[config.mk]
export PLATFORM = sky130hd
export DESIGN_NAME = iterative_divider
export DESIGN_NICKNAME = d
export VERILOG_FILES = /design/src/rtl/muldiv_pkg.sv /design/src/rtl/div_step.sv /design/src/rtl/iterative_divider.sv
export SDC_FILE = /design/constraint.sdc
export NUM_CORES = 1
export LEC_CHECK = 0
export CAP_MARGIN = 20
export CORE_MARGIN = 1.5
export CORE_UTILIZATION = 60
export CTS_BUF_LIST = sky130_fd_sc_hd__clkbuf_2 sky130_fd_sc_hd__clkbuf_4 sky130_fd_sc_hd__clkbuf_8
export DETAILED_ROUTE_END_ITERATION = 8
export PLACE_DENSITY = 0.82
export SLEW_MARGIN = 15
export SYNTH_ARGS = -nofsm -noshare
export SYNTH_HDL_FRONTEND = slang
export SYNTH_HIERARCHICAL = 1
export SYNTH_SLANG_ARGS = --single-unit
[constraint.sdc]
create_clock -name clk -period 13.89 [get_ports clk]
set_input_delay 2.0835 -clock clk [delete_from_list [all_inputs] [get_ports clk]]
set_output_delay 2.0835 -clock clk [all_outputs]
set_load 0.005 [all_outputs]
[src/rtl/muldiv_pkg.sv]
// Shared constants and types for the RV32M multiply/divide units.
package muldiv_pkg;

  localparam int DEFAULT_XLEN = 32;

  localparam logic [2:0] F3_DIV  = 3'b100;
  localparam logic [2:0] F3_DIVU = 3'b101;
  localparam logic [2:0] F3_REM  = 3'b110;
  localparam logic [2:0] F3_REMU = 3'b111;

  typedef enum logic [1:0] {
    IDLE    = 2'd0,
    BUSY    = 2'd1,
    SPECIAL = 2'd2,
    DONE    = 2'd3
  } div_state_t;

endpackage

[src/rtl/div_step.sv]
// One radix-2 restoring division iteration on unsigned magnitudes.
module div_step
  import muldiv_pkg::*;
#(
  parameter int XLEN = DEFAULT_XLEN
) (
  input  logic [XLEN-1:0] rem,
  input  logic [XLEN-1:0] quo,
  input  logic [XLEN-1:0] divisor,
  output logic [XLEN-1:0] rem_next,
  output logic [XLEN-1:0] quo_next
);

  logic [XLEN:0] shifted;
  logic [XLEN:0] trial;

  // rem < divisor on entry, so the trial difference always fits in XLEN+1 bits.
  always_comb begin
    shifted = {rem, quo[XLEN-1]};
    trial   = shifted - {1'b0, divisor};
    if (trial[XLEN]) begin
      rem_next = shifted[XLEN-1:0];
      quo_next = {quo[XLEN-2:0], 1'b0};
    end else begin
      rem_next = trial[XLEN-1:0];
      quo_next = {quo[XLEN-2:0], 1'b1};
    end
  end

endmodule

[src/rtl/iterative_divider.sv]
// Multi-cycle RV32M DIV/DIVU/REM/REMU unit for the EX stage; holds the pipeline
// via stall while iterating one quotient bit per cycle.
module iterative_divider
  import muldiv_pkg::*;
#(
  parameter int XLEN = DEFAULT_XLEN
) (
  input  logic            clk,
  input  logic            reset,
  input  logic            ex_is_div,
  input  logic [2:0]      funct3,
  input  logic [XLEN-1:0] a,
  input  logic [XLEN-1:0] b,
  output logic            stall,
  output logic [XLEN-1:0] result
);

  localparam int CNT_W = $clog2(XLEN);
  localparam logic [XLEN-1:0] MIN_NEG = {1'b1, {(XLEN-1){1'b0}}};

  div_state_t state, state_next;

  logic [2:0]       f3_q;
  logic [XLEN-1:0]  dividend;
  logic [XLEN-1:0]  divisor;
  logic [XLEN-1:0]  rem;
  logic [XLEN-1:0]  quo;
  logic [CNT_W-1:0] count;
  logic             neg_q;
  logic             neg_r;
  logic             div_zero;

  logic [XLEN-1:0]  rem_next;
  logic [XLEN-1:0]  quo_next;

  logic             start_signed;
  logic             b_zero;
  logic             overflow;
  logic             is_rem;

  function automatic logic [XLEN-1:0] mag(input logic [XLEN-1:0] v, input logic sgn);
    return (sgn && v[XLEN-1]) ? (~v + 1'b1) : v;
  endfunction

  function automatic logic [XLEN-1:0] cond_neg(input logic [XLEN-1:0] v, input logic neg);
    return neg ? (~v + 1'b1) : v;
  endfunction

  assign start_signed = (funct3 == F3_DIV) || (funct3 == F3_REM);
  assign b_zero       = (b == '0);
  assign overflow     = start_signed && (a == MIN_NEG) && (b == '1);
  assign is_rem       = (f3_q == F3_REM) || (f3_q == F3_REMU);

  div_step #(.XLEN(XLEN)) u_step (
    .rem      (rem),
    .quo      (quo),
    .divisor  (divisor),
    .rem_next (rem_next),
    .quo_next (quo_next)
  );

  always_ff @(posedge clk or posedge reset) begin
    if (reset) state <= IDLE;
    else       state <= state_next;
  end

  always_comb begin
    state_next = state;
    case (state)
      IDLE:    if (ex_is_div) state_next = (b_zero || overflow) ? SPECIAL : BUSY;
      BUSY:    if (count == '0) state_next = DONE;
      SPECIAL: state_next = DONE;
      DONE:    state_next = IDLE;
      default: state_next = IDLE;
    endcase
  end

  always_comb begin
    stall = 1'b0;
    case (state)
      IDLE:    stall = ex_is_div;
      BUSY:    stall = 1'b1;
      SPECIAL: stall = 1'b1;
      DONE:    stall = 1'b0;
      default: stall = 1'b0;
    endcase
  end

  // Operands are captured once in IDLE; later changes on a/b/funct3 are ignored.
  always_ff @(posedge clk or posedge reset) begin
    if (reset) begin
      f3_q     <= '0;
      dividend <= '0;
      divisor  <= '0;
      rem      <= '0;
      quo      <= '0;
      count    <= '0;
      neg_q    <= 1'b0;
      neg_r    <= 1'b0;
      div_zero <= 1'b0;
      result   <= '0;
    end else begin
      case (state)
        IDLE: begin
          if (ex_is_div) begin
            f3_q     <= funct3;
            dividend <= a;
            divisor  <= mag(b, start_signed);
            rem      <= '0;
            quo      <= mag(a, start_signed);
            count    <= CNT_W'(XLEN-1);
            neg_q    <= start_signed && (a[XLEN-1] ^ b[XLEN-1]);
            neg_r    <= start_signed && a[XLEN-1];
            div_zero <= b_zero;
          end
        end
        SPECIAL: begin
          if (div_zero) result <= is_rem ? dividend : '1;
          else          result <= is_rem ? '0 : MIN_NEG;
        end
        BUSY: begin
          rem   <= rem_next;
          quo   <= quo_next;
          count <= count - 1'b1;
          // Sign fixup folds into the last iteration so DONE only presents the value.
          if (count == '0)
            result <= is_rem ? cond_neg(rem_next, neg_r) : cond_neg(quo_next, neg_q);
        end
        default: ;
      endcase
    end
  end

endmodule

After elaboration in Yosys (flattened, before gate mapping). Cells that the tools add are included.

Bits of input ports: 70. Logic and storage cells: 74. Output and inout bits: 33. Register bits after elaboration: 173.

Reduce and logical (&&, ||, !) cells: 18. Multiplexer cells: 23. Bitwise gates (word level): 5. Equal/unequal tests: 11. $add $sub $neg: 6.

Operator list (number): 2-to-1 mux 32 bit (12); case mux 32 bit (2 select lines) (3); adder 32 x 1 -> 32 bit, second input constant (4); NOT 32 bit (4); equality test 32 bit, second input constant (2); subtractor 33 x 32 -> 33 bit (1); logical NOT 32 bit (1); equality test 3 bit, second input constant (4); case mux 5 bit (2 select lines) (1); case mux 2 bit (4 select lines) (1); AND reduction 2 bit (4); 2-to-1 mux 2 bit (3); logical AND 1 bit (5); logical NOT 5 bit (1); 2-to-1 mux 5 bit (1); subtractor 5 x 1 -> 5 bit, second input constant (1); equality test 2 bit, second input constant (2); != test 2 bit, second input constant (2); nonzero test 2 bit (2); logical OR 1 bit (3); case mux 1 bit (3 select lines) (1); equality test 2 x 1 -> 1 bit, second input constant (1); logical NOT 2 bit (1); OR reduction 2 bit (1); other kinds (2) (2).

Depth between registers and ports, before layout. Gate-level depths: netlist (run 1).

Depth after elaboration: 8. Depth in mapped cells: 22. Depth with buffers taken out: 20.

By module. Netlist (run 1), hierarchy kept.

Modules (own cells, without submodules): iterative_divider (times used 1, sequential area each 4304.1 um^2, area an instance 9949.5 um^2, cells each 1090); div_step (times used 1, sequential area each 0.0 um^2, area an instance 2549.9 um^2, cells each 340).

Worst setup path before layout (run 1). No wires, ideal clock.

Kind: flip-flop to flip-flop. Start point: register divisor[0]. End point: register result[28]. Library setup time: 0.136 ns. Arrival time: 4.943 ns. Cell stages (with the launch flop): 22. Required time: 13.754 ns. Setup slack: 8.811 ns. Path buffers: 2. Period minus slack after synthesis: 5.079 ns. Cell sequence: dfrtp_1 -> ha_1 -> fa_1 -> and2b_1 -> o2111ai_2 -> a21oi_2 -> o211ai_2 -> a211oi_4 -> nor2_4 -> mux2i_4 -> and2_4 -> buf_12 -> inv_8 -> buf_12 -> inv_1 -> ha_1 -> or3b_2 -> or4b_2 -> o41ai_1 -> xnor2_1 -> a221oi_1 -> o21ai_0.

Cells in the longest elaborated chain, start to end: 8. Elaborated cells between the ends (all ways): 12.

Ends and longest elaborated chain: from (decl) (line iterative_divider.sv:25) `logic [XLEN-1:0] divisor;`; from (signal assigned) (line iterative_divider.sv:108) `divisor <= mag(b, start_signed);`; subtractor 33 x 32 -> 33 bit (line div_step.sv:20) `trial = shifted - {1'b0, divisor};`; 2-to-1 mux 1 bit (line div_step.sv:21) `if (trial[XLEN]) begin`; via quo_next[0] (line iterative_divider.sv:34) `logic [XLEN-1:0] quo_next;`; NOT 32 bit (line iterative_divider.sv:46) `return neg ? (~v + 1'b1) : v;`; adder 32 x 1 -> 32 bit (line iterative_divider.sv:46); 2-to-1 mux 32 bit (line iterative_divider.sv:46); 2-to-1 mux 32 bit (line iterative_divider.sv:127) `result <= is_rem ? cond_neg(rem_next, neg_r) : cond_neg(quo_next, neg_q);`; 2-to-1 mux 32 bit (line iterative_divider.sv:126) `if (count == '0)`; case mux 32 bit (2 select lines) (line iterative_divider.sv:103) `case (state)`; to (signal assigned) (line iterative_divider.sv:118) `if (div_zero) result <= is_rem ? dividend : '1;`; to (signal assigned) (line iterative_divider.sv:119) `else result <= is_rem ? '0 : MIN_NEG;`; to (signal assigned) (line iterative_divider.sv:127); to (decl) (line iterative_divider.sv:15) `output logic [XLEN-1:0] result`.

The timed path passes the listed nets, and every way through them passes these cells. The select of a mux whose other input is x is not followed. A chain may end at the register's enable or synchronous reset.

Worst setup path in the final report (run 1).
Start point: register quo[31]. End point: register result[28].

Cells in the longest elaborated chain, start to end: 8. Elaborated cells between the ends (all ways): 12.

Ends and longest elaborated chain: from (decl) (line iterative_divider.sv:27) `logic [XLEN-1:0] quo;`; from (signal assigned) (line iterative_divider.sv:110) `quo <= mag(a, start_signed);`; from (signal assigned) (line iterative_divider.sv:123) `quo <= quo_next;`; subtractor 33 x 32 -> 33 bit (line div_step.sv:20); 2-to-1 mux 1 bit (line div_step.sv:21); via quo_next[0] (line iterative_divider.sv:34); NOT 32 bit (line iterative_divider.sv:46); adder 32 x 1 -> 32 bit (line iterative_divider.sv:46); 2-to-1 mux 32 bit (line iterative_divider.sv:46); 2-to-1 mux 32 bit (line iterative_divider.sv:127); 2-to-1 mux 32 bit (line iterative_divider.sv:126); case mux 32 bit (2 select lines) (line iterative_divider.sv:103).

The timed path passes the listed nets, and every way through them passes these cells. The select of a mux whose other input is x is not followed.

==> results of run 1 <==
==> critical path, stage by stage, from the launching register on <==
cell,delay (ns)
dfrtp_1,0.39
inv_1,0.06
ha_1,0.20
fa_1,0.40
and2b_1,0.26
o2111ai_2,0.14
a21oi_2,0.24
o211ai_2,0.17
a211oi_4,0.34
nor2_4,0.09
mux2i_4,0.39
and2_4,0.35
inv_8,0.13
inv_1,0.10
ha_1,0.17
or3b_2,0.50
or4b_2,0.72
o41ai_1,0.62
xnor2_1,0.12
a221oi_1,0.28
o21ai_0,0.12
==> flip-flops by register name (all words and copies together), names as in the netlist <==
name,flops
dividend,32
count,5
result,32
state,2
neg_r,1
div_zero,1
f3_q,2
divisor,32
rem,32
quo,32
neg_q,1
==> final cells by class <==
class | instances | area share (%)
clock inverters | 12 | 1.01
inverters | 65 | 1.86
well taps | 270 | 2.45
repair buffers | 115 | 8.11
flip-flops and latches | 172 | 31.2
multi-input cells | 1080 | 53.4
clock buffers | 20 | 1.99
==> layout by cell type, fill, tap and decap left out, drive strengths merged, types with 23 or more instances in the layout <==
| master | synthesis | routed |
|---|---|---|
| nor2 | 84 | 84 |
| o21ai | 168 | 168 |
| dfrtp | 172 | 172 |
| or3 | 23 | 23 |
| nand3 | 30 | 30 |
| o31ai | 33 | 33 |
| a21oi | 85 | 85 |
| mux2 | 56 | 56 |
| a22o | 34 | 34 |
| xnor2 | 73 | 73 |
| ha | 40 | 40 |
| nand2 | 117 | 117 |
| clkdlybuf4s50 | 0 | 102 |
| or4 | 23 | 23 |
| xor2 | 64 | 64 |
| inv | 64 | 65 |
| nor3 | 24 | 24 |
==> per-layer routing <==
| layer | global-route usage, % | vias up |
|---|---|---|
| li1 | - | 5224 |
| met1 | 43.7 | 5385 |
| met2 | 50.2 | 485 |
| met3 | 5.71 | 74 |
| met4 | 13.2 | 0 |
| met5 | 0 | - |
==> where the power goes <==
group / internal (µW) / leakage [µW] / total, µW / switching, µW
Clock: 176 / 0.000198 / 372 / 197
Sequential: 730 / 0.00212 / 939 / 209
Combinational: 1120 / 0.00332 / 2650 / 1530
==> final timing paths <==
path / cells after the start / end / slack, ns
min in group asynchronous: 2 / result[0]$_DFFE_PP0P_ / 2.15
max in group asynchronous: 3 / rem[18]$_DFFE_PP0P_ / 10.49
worst min register to register: 2 / result[0]$_DFFE_PP0P_ / 0.48
worst max register to register: 20 / result[28]$_DFFE_PP0P_ / 7.95
worst max-delay path: 20 / result[28]$_DFFE_PP0P_ / 7.95
worst min-delay path: 2 / result[0]$_DFFE_PP0P_ / 0.48
==> kinds of logic after synthesis <==
group / share of synthesized area [%]
AOI/OAI and AO/OA: 23.2
DFF: 34.4
buffers and inverters: 6.78
xor gates and xnor gates: 9.60
adders and majority gates: 4.16
and+or+nand+nor: 15.2
muxes: 6.60
==> metrics by stage <==
step	utilization [%]	worst slack (ns)	total power (µW)	instance area [µm²]
2_1_floorplan	-	7.15	2980	12500
3_3_place_gp	65.7	8.07	3480	13400
3_5_place_dp	65.7	7.75	3530	13400
4_1_cts	67.7	7.73	3920	13800
5_1_grt	67.8	7.72	4260	13800
6_report	67.8	7.95	3960	13800
==> reports/qor.yml, run 1 <==
status: "finished clean"
core_mm2: 0.0204
synth_cell_types: 81
dieArea_mm2: 0.0217
clkTransAtPathRegs_ns: 0.09
n_antenna_cell: 0
syn_nets: 1541
via_per_inst: 6.44
fmax_mhz: 168
crit_path_end_kind: "register"
clockBufferDepth: 2
hold_class: "register to register"
critPathKind: "register to register"
fp.dieW_um: 147
hold_violations: 0
die_h_um: 147
post_cts_resized: 0
cts_made_buffers: 17
fin_nets: 1562
vias: 11200
power_leakage_uw: 0.00564
synth_top_area_share_pct: 34.4
start_util_pct: 61.4
fillers: 1639
cp-start-kind: "register"
drv_slew: 0
whs_ns: 0.482
grt_max_degree: 90
clock_skew_ns: 0.0181
htreeDepth: 4
io_buffers: 102
area_growth_syn_to_layout_pct: 10.4
antenna_left: 0
root_buffer: "clkbuf_8"
rsz0062_at_grt: "no"
tritoncts: "done"
first_global_vias: 10800
regArea_mm2: 0.00430
rr_startpoint: "quo[31]$_DFFE_PP0P_"
syn_inst: 1430
synth_ff_type: "dfrtp_1"
post-route-drc-count: 0
syn-cell-area_mm2: 0.0125
syn_area_per_cell_um2: 8.74
synth_common_cells: "172 x dfrtp_1, 167 x o21ai_0, 117 x nand2_1"
drive_gt1_share_pct: 8.67
hold_buffers: 0
crit_start: "quo[31]$_DFFE_PP0P_"
clock-sinks: 172
worstMarginPinSlew_ns: 1.13
cap_violations: 0
drt_first_pass_iters: 6
wl_per_cell_um: 19.7
grt.overflow.total: 0
wl_met3_mm: 2.39
dp.final_hpwl_mm: 25.0
final_cells: 1734
setup_violations: 0
grt_antenna_before_repair: 1
cp.arrival_ns: 6.27
cts_setup_buffers: 0
synth-edff-count: 0
relSlewSlack_pct: 24.3
multi_input_area_mm2: 0.00737
worstPathRequired_ns: 14.22
drtIter0Drc: 985
io_pins: 103
worst-path-max-fanout: 27
synth_largest_area_cell: "dfrtp_1"
synth_area_leaders: "dfrtp_1 34%, o21ai_0 6.7%, xnor2_1 5.1%"
row_count: 52
grt_pass1_wl_mm: 55.2
yosysMostFrequentCell: "dfrtp_1"
insertion_delay_ns: 0.47
holdCritStartpoint: "result[0]$_DFFE_PP0P_"
finalCriticalPeriod_ns: 5.94
ys_seq_elements: 172
ir_drop_mv: 0.250
met2WireLength_mm: 15.6
dr.max_layer_used: "met4"
drt-met1-wl_mm: 14.9
routed_wl_mm: 34.1
async_reset_ff_share_pct: 100
powerDensity_mw_per_mm2: 287
fin_crit_sh_pct: 42.8
dpl.cell_count: 1701
synth_seq_area_share_pct: 34.4
ys_warn_count: 6
grt_use_total_pct: 32.0
fin_setup_tns_ns: 0
gp_congestion: 0.935
No activity file was read; power rests on OpenSTA's default activity.
==> inputs of run 2 (changes only) <==
Settings changed: CORE_UTILIZATION 60 to 55, PLACE_DENSITY 0.82 to 0.79.
Clock period 13.89 ns to 5.4 ns, I/O delays scaled along.
==> run 2 against run 1 <==
Clock power up 150%. First-iteration DRC count rose by 36%. Maximum frequency increased by 15%. Critical path type unchanged. Critical path depth fell by 1. Hold slack better by 0.0014 ns. Largest power group unchanged. Largest cell class unchanged.
==> reports/qor.yml, run 2 (same netlist as run 1, synthesis figures left out) <==
status: "finished clean"
critPathKind: "register to register"
cp.arrival_ns: 5.55  # -0.72 ns
powerDensity_mw_per_mm2: 759  # +160%
grt.overflow.total: 0  # unchanged
htreeDepth: 4  # unchanged
post-route-drc-count: 0  # unchanged
min_to: "divisor[5]$_DFFE_PP0P_"
insertion_delay_ns: 0.49  # +0.02 ns
io_pins: 103  # unchanged
cp-start-kind: "register"
gp_congestion: 0.960  # +2.7%
antenna_left: 0  # unchanged
r2r.worst_path.cells: 19  # -5.0%
rsz0062_at_grt: "no"
ir_drop_mv: 0.479  # +92%
tritoncts: "done"
fin_setup_tns_ns: 0  # unchanged
core_mm2: 0.0220  # +8.2%
r2r_slack_ns: 0.23  # -7.72 ns
holdCritStartpoint: "divisor[5]$_DFFE_PP0P_"
fin_nets: 1579  # +1.1%
area_growth_syn_to_layout_pct: 12.2
fillers: 1874  # +14%
final_cell_mix: "172 x dfrtp_1, 166 x o21ai_0, 116 x nand2_1"
io_buffers: 102  # unchanged
drt_first_pass_iters: 5  # -1
row_count: 54  # +3.8%
dp_slack_ns: 0.0423  # -7.71 ns
fmax_mhz: 193  # +15%
setup_violations: 0  # unchanged
rr_startpoint: "quo[31]$_DFFE_PP0P_"
grt_antenna_before_repair: 1  # unchanged
drv_slew: 0  # unchanged
first_global_vias: 10700  # -0.84%
final_common_cell: "dfrtp_1"
setup_ws_ns: 0.230  # -7.72 ns
clockBufferDepth: 2  # unchanged
clock-sinks: 172  # unchanged
clock_skew_ns: 0.0129  # -0.00515 ns
finalCriticalPeriod_ns: 5.17  # -0.771 ns
grt_use_total_pct: 30.1  # -1.9 points
routed_wl_mm: 35.3  # +3.3%
cap_violations: 0  # unchanged
grt_max_degree: 140  # +56%
drtIter0Drc: 1340  # +36%
die_h_um: 154  # +4.4%
dp.final_hpwl_mm: 26.0  # +4.0%
hold_depth: 2  # unchanged
via_per_inst: 6.43  # about the same
fin_crit_sh_pct: 95.7  # +53 points
wl_per_cell_um: 20.0  # +1.7%
dieArea_mm2: 0.0236  # +8.9%
relSlewSlack_pct: 25.4  # +1.1 points
cts_made_buffers: 17  # unchanged
worstMarginPinSlew_ns: 1.12  # -0.00570 ns
power_leakage_uw: 0.00572  # +1.4%
regArea_mm2: 0.00430  # unchanged
grt_pass1_wl_mm: 56.4  # +2.3%
n_antenna_cell: 0  # unchanged
hold_violations: 0  # unchanged
fp.dieW_um: 154  # +4.4%
drive_gt1_share_pct: 10.5  # +1.9 points
r2r_end: "result[20]$_DFFE_PP0P_"
hold_class: "register to register"
vias: 11300  # +1.5%
start_util_pct: 56.7  # -4.6 points
clkTransAtPathRegs_ns: 0.09  # about the same
root_buffer: "clkbuf_8"
worstPathRequired_ns: 5.77  # -8.45 ns
multi_input_area_mm2: 0.00745  # +1.1%
worst-path-max-fanout: 9  # -67%
crit_path_end_kind: "register"
run 2: worst max-delay path by stage:
stage	slack, ns	cells after the start	start	end
2_1_floorplan	0.32	21	divisor[0]$_DFFE_PP0P_	result[28]$_DFFE_PP0P_
6_report	0.23	19	quo[31]$_DFFE_PP0P_	result[20]$_DFFE_PP0P_
3_3_place_gp	0.27	19	quo[31]$_DFFE_PP0P_	result[17]$_DFFE_PP0P_
4_1_cts	0.03	19	quo[31]$_DFFE_PP0P_	result[17]$_DFFE_PP0P_
5_1_grt	0.01	19	quo[31]$_DFFE_PP0P_	result[20]$_DFFE_PP0P_
3_5_place_dp	0.04	19	quo[31]$_DFFE_PP0P_	result[17]$_DFFE_PP0P_
run 2: layout make-up:
| type | instances | share of cell area, % |
|---|---|---|
| multi-input cells | 1080 | 53.1 |
| flip-flops and latches | 172 | 30.7 |
| repair buffers | 132 | 9.07 |
| well taps | 280 | 2.50 |
| clock buffers | 21 | 2.02 |
| inverters | 65 | 1.82 |
| clock inverters | 11 | 0.777 |
run 2: worst max-delay path, cell delays in order (launching register included):
cell and delay (ns):
dfrtp_1 0.37, inv_1 0.05, ha_1 0.20, fa_1 0.41, and2b_1 0.25, o2111ai_2 0.13
a21oi_2 0.21, o211ai_2 0.17, a211oi_4 0.34, nor2_4 0.09, mux2i_4 0.19, and2_4 0.19
inv_8 0.09, mux2_2 0.36, or4_4 0.59, or4_1 0.64, nor4_1 0.30, mux2i_1 0.22
o22ai_1 0.09, o22a_1 0.16
run 2: power by group:
group	switching (µW)	internal [µW]	total [µW]	leakage (µW)
Combinational	4100	3160	7260	0.00342
Sequential	578	1880	2460	0.00212
Clock	511	410	921	0.000177
run 2: repair_timing:
action                                  in CTS  in global routing
gates resized for setup                      0                 17
endpoints found under the hold margin        0                  0
buffers inserted                             0                  2
hold buffers                                 0                  0
endpoints found under the setup margin       0                 15
run 2: metrics by stage:
| stage | power, µW | hold WS (ns) | utilization, % | area, µm² | cells |
|---|---|---|---|---|---|
| finish | 10600 | 0.484 | 63.6 | 14000 | 1761 |
| global route | 11400 | 0.513 | 63.6 | 14000 | 1761 |
| CTS | 10300 | 0.490 | 63.2 | 13900 | 1759 |
| detailed placement | 9360 | 0.470 | 61.4 | 13500 | 1727 |
| global placement | 9240 | 0.459 | 61.4 | 13500 | 1727 |
| floorplan | 7680 | 0.445 | - | 12500 | 1430 |
run 2: metal layers:
layer / up-vias / GRT usage [%] / wire [µm]
li1: 5249 / - / -
met1: 5513 / 41.1 / 15000
met2: 493 / 47.3 / 16200
met3: 77 / 5.21 / 2750
met4: 0 / 12.8 / 1230
met5: - / 0 / 0
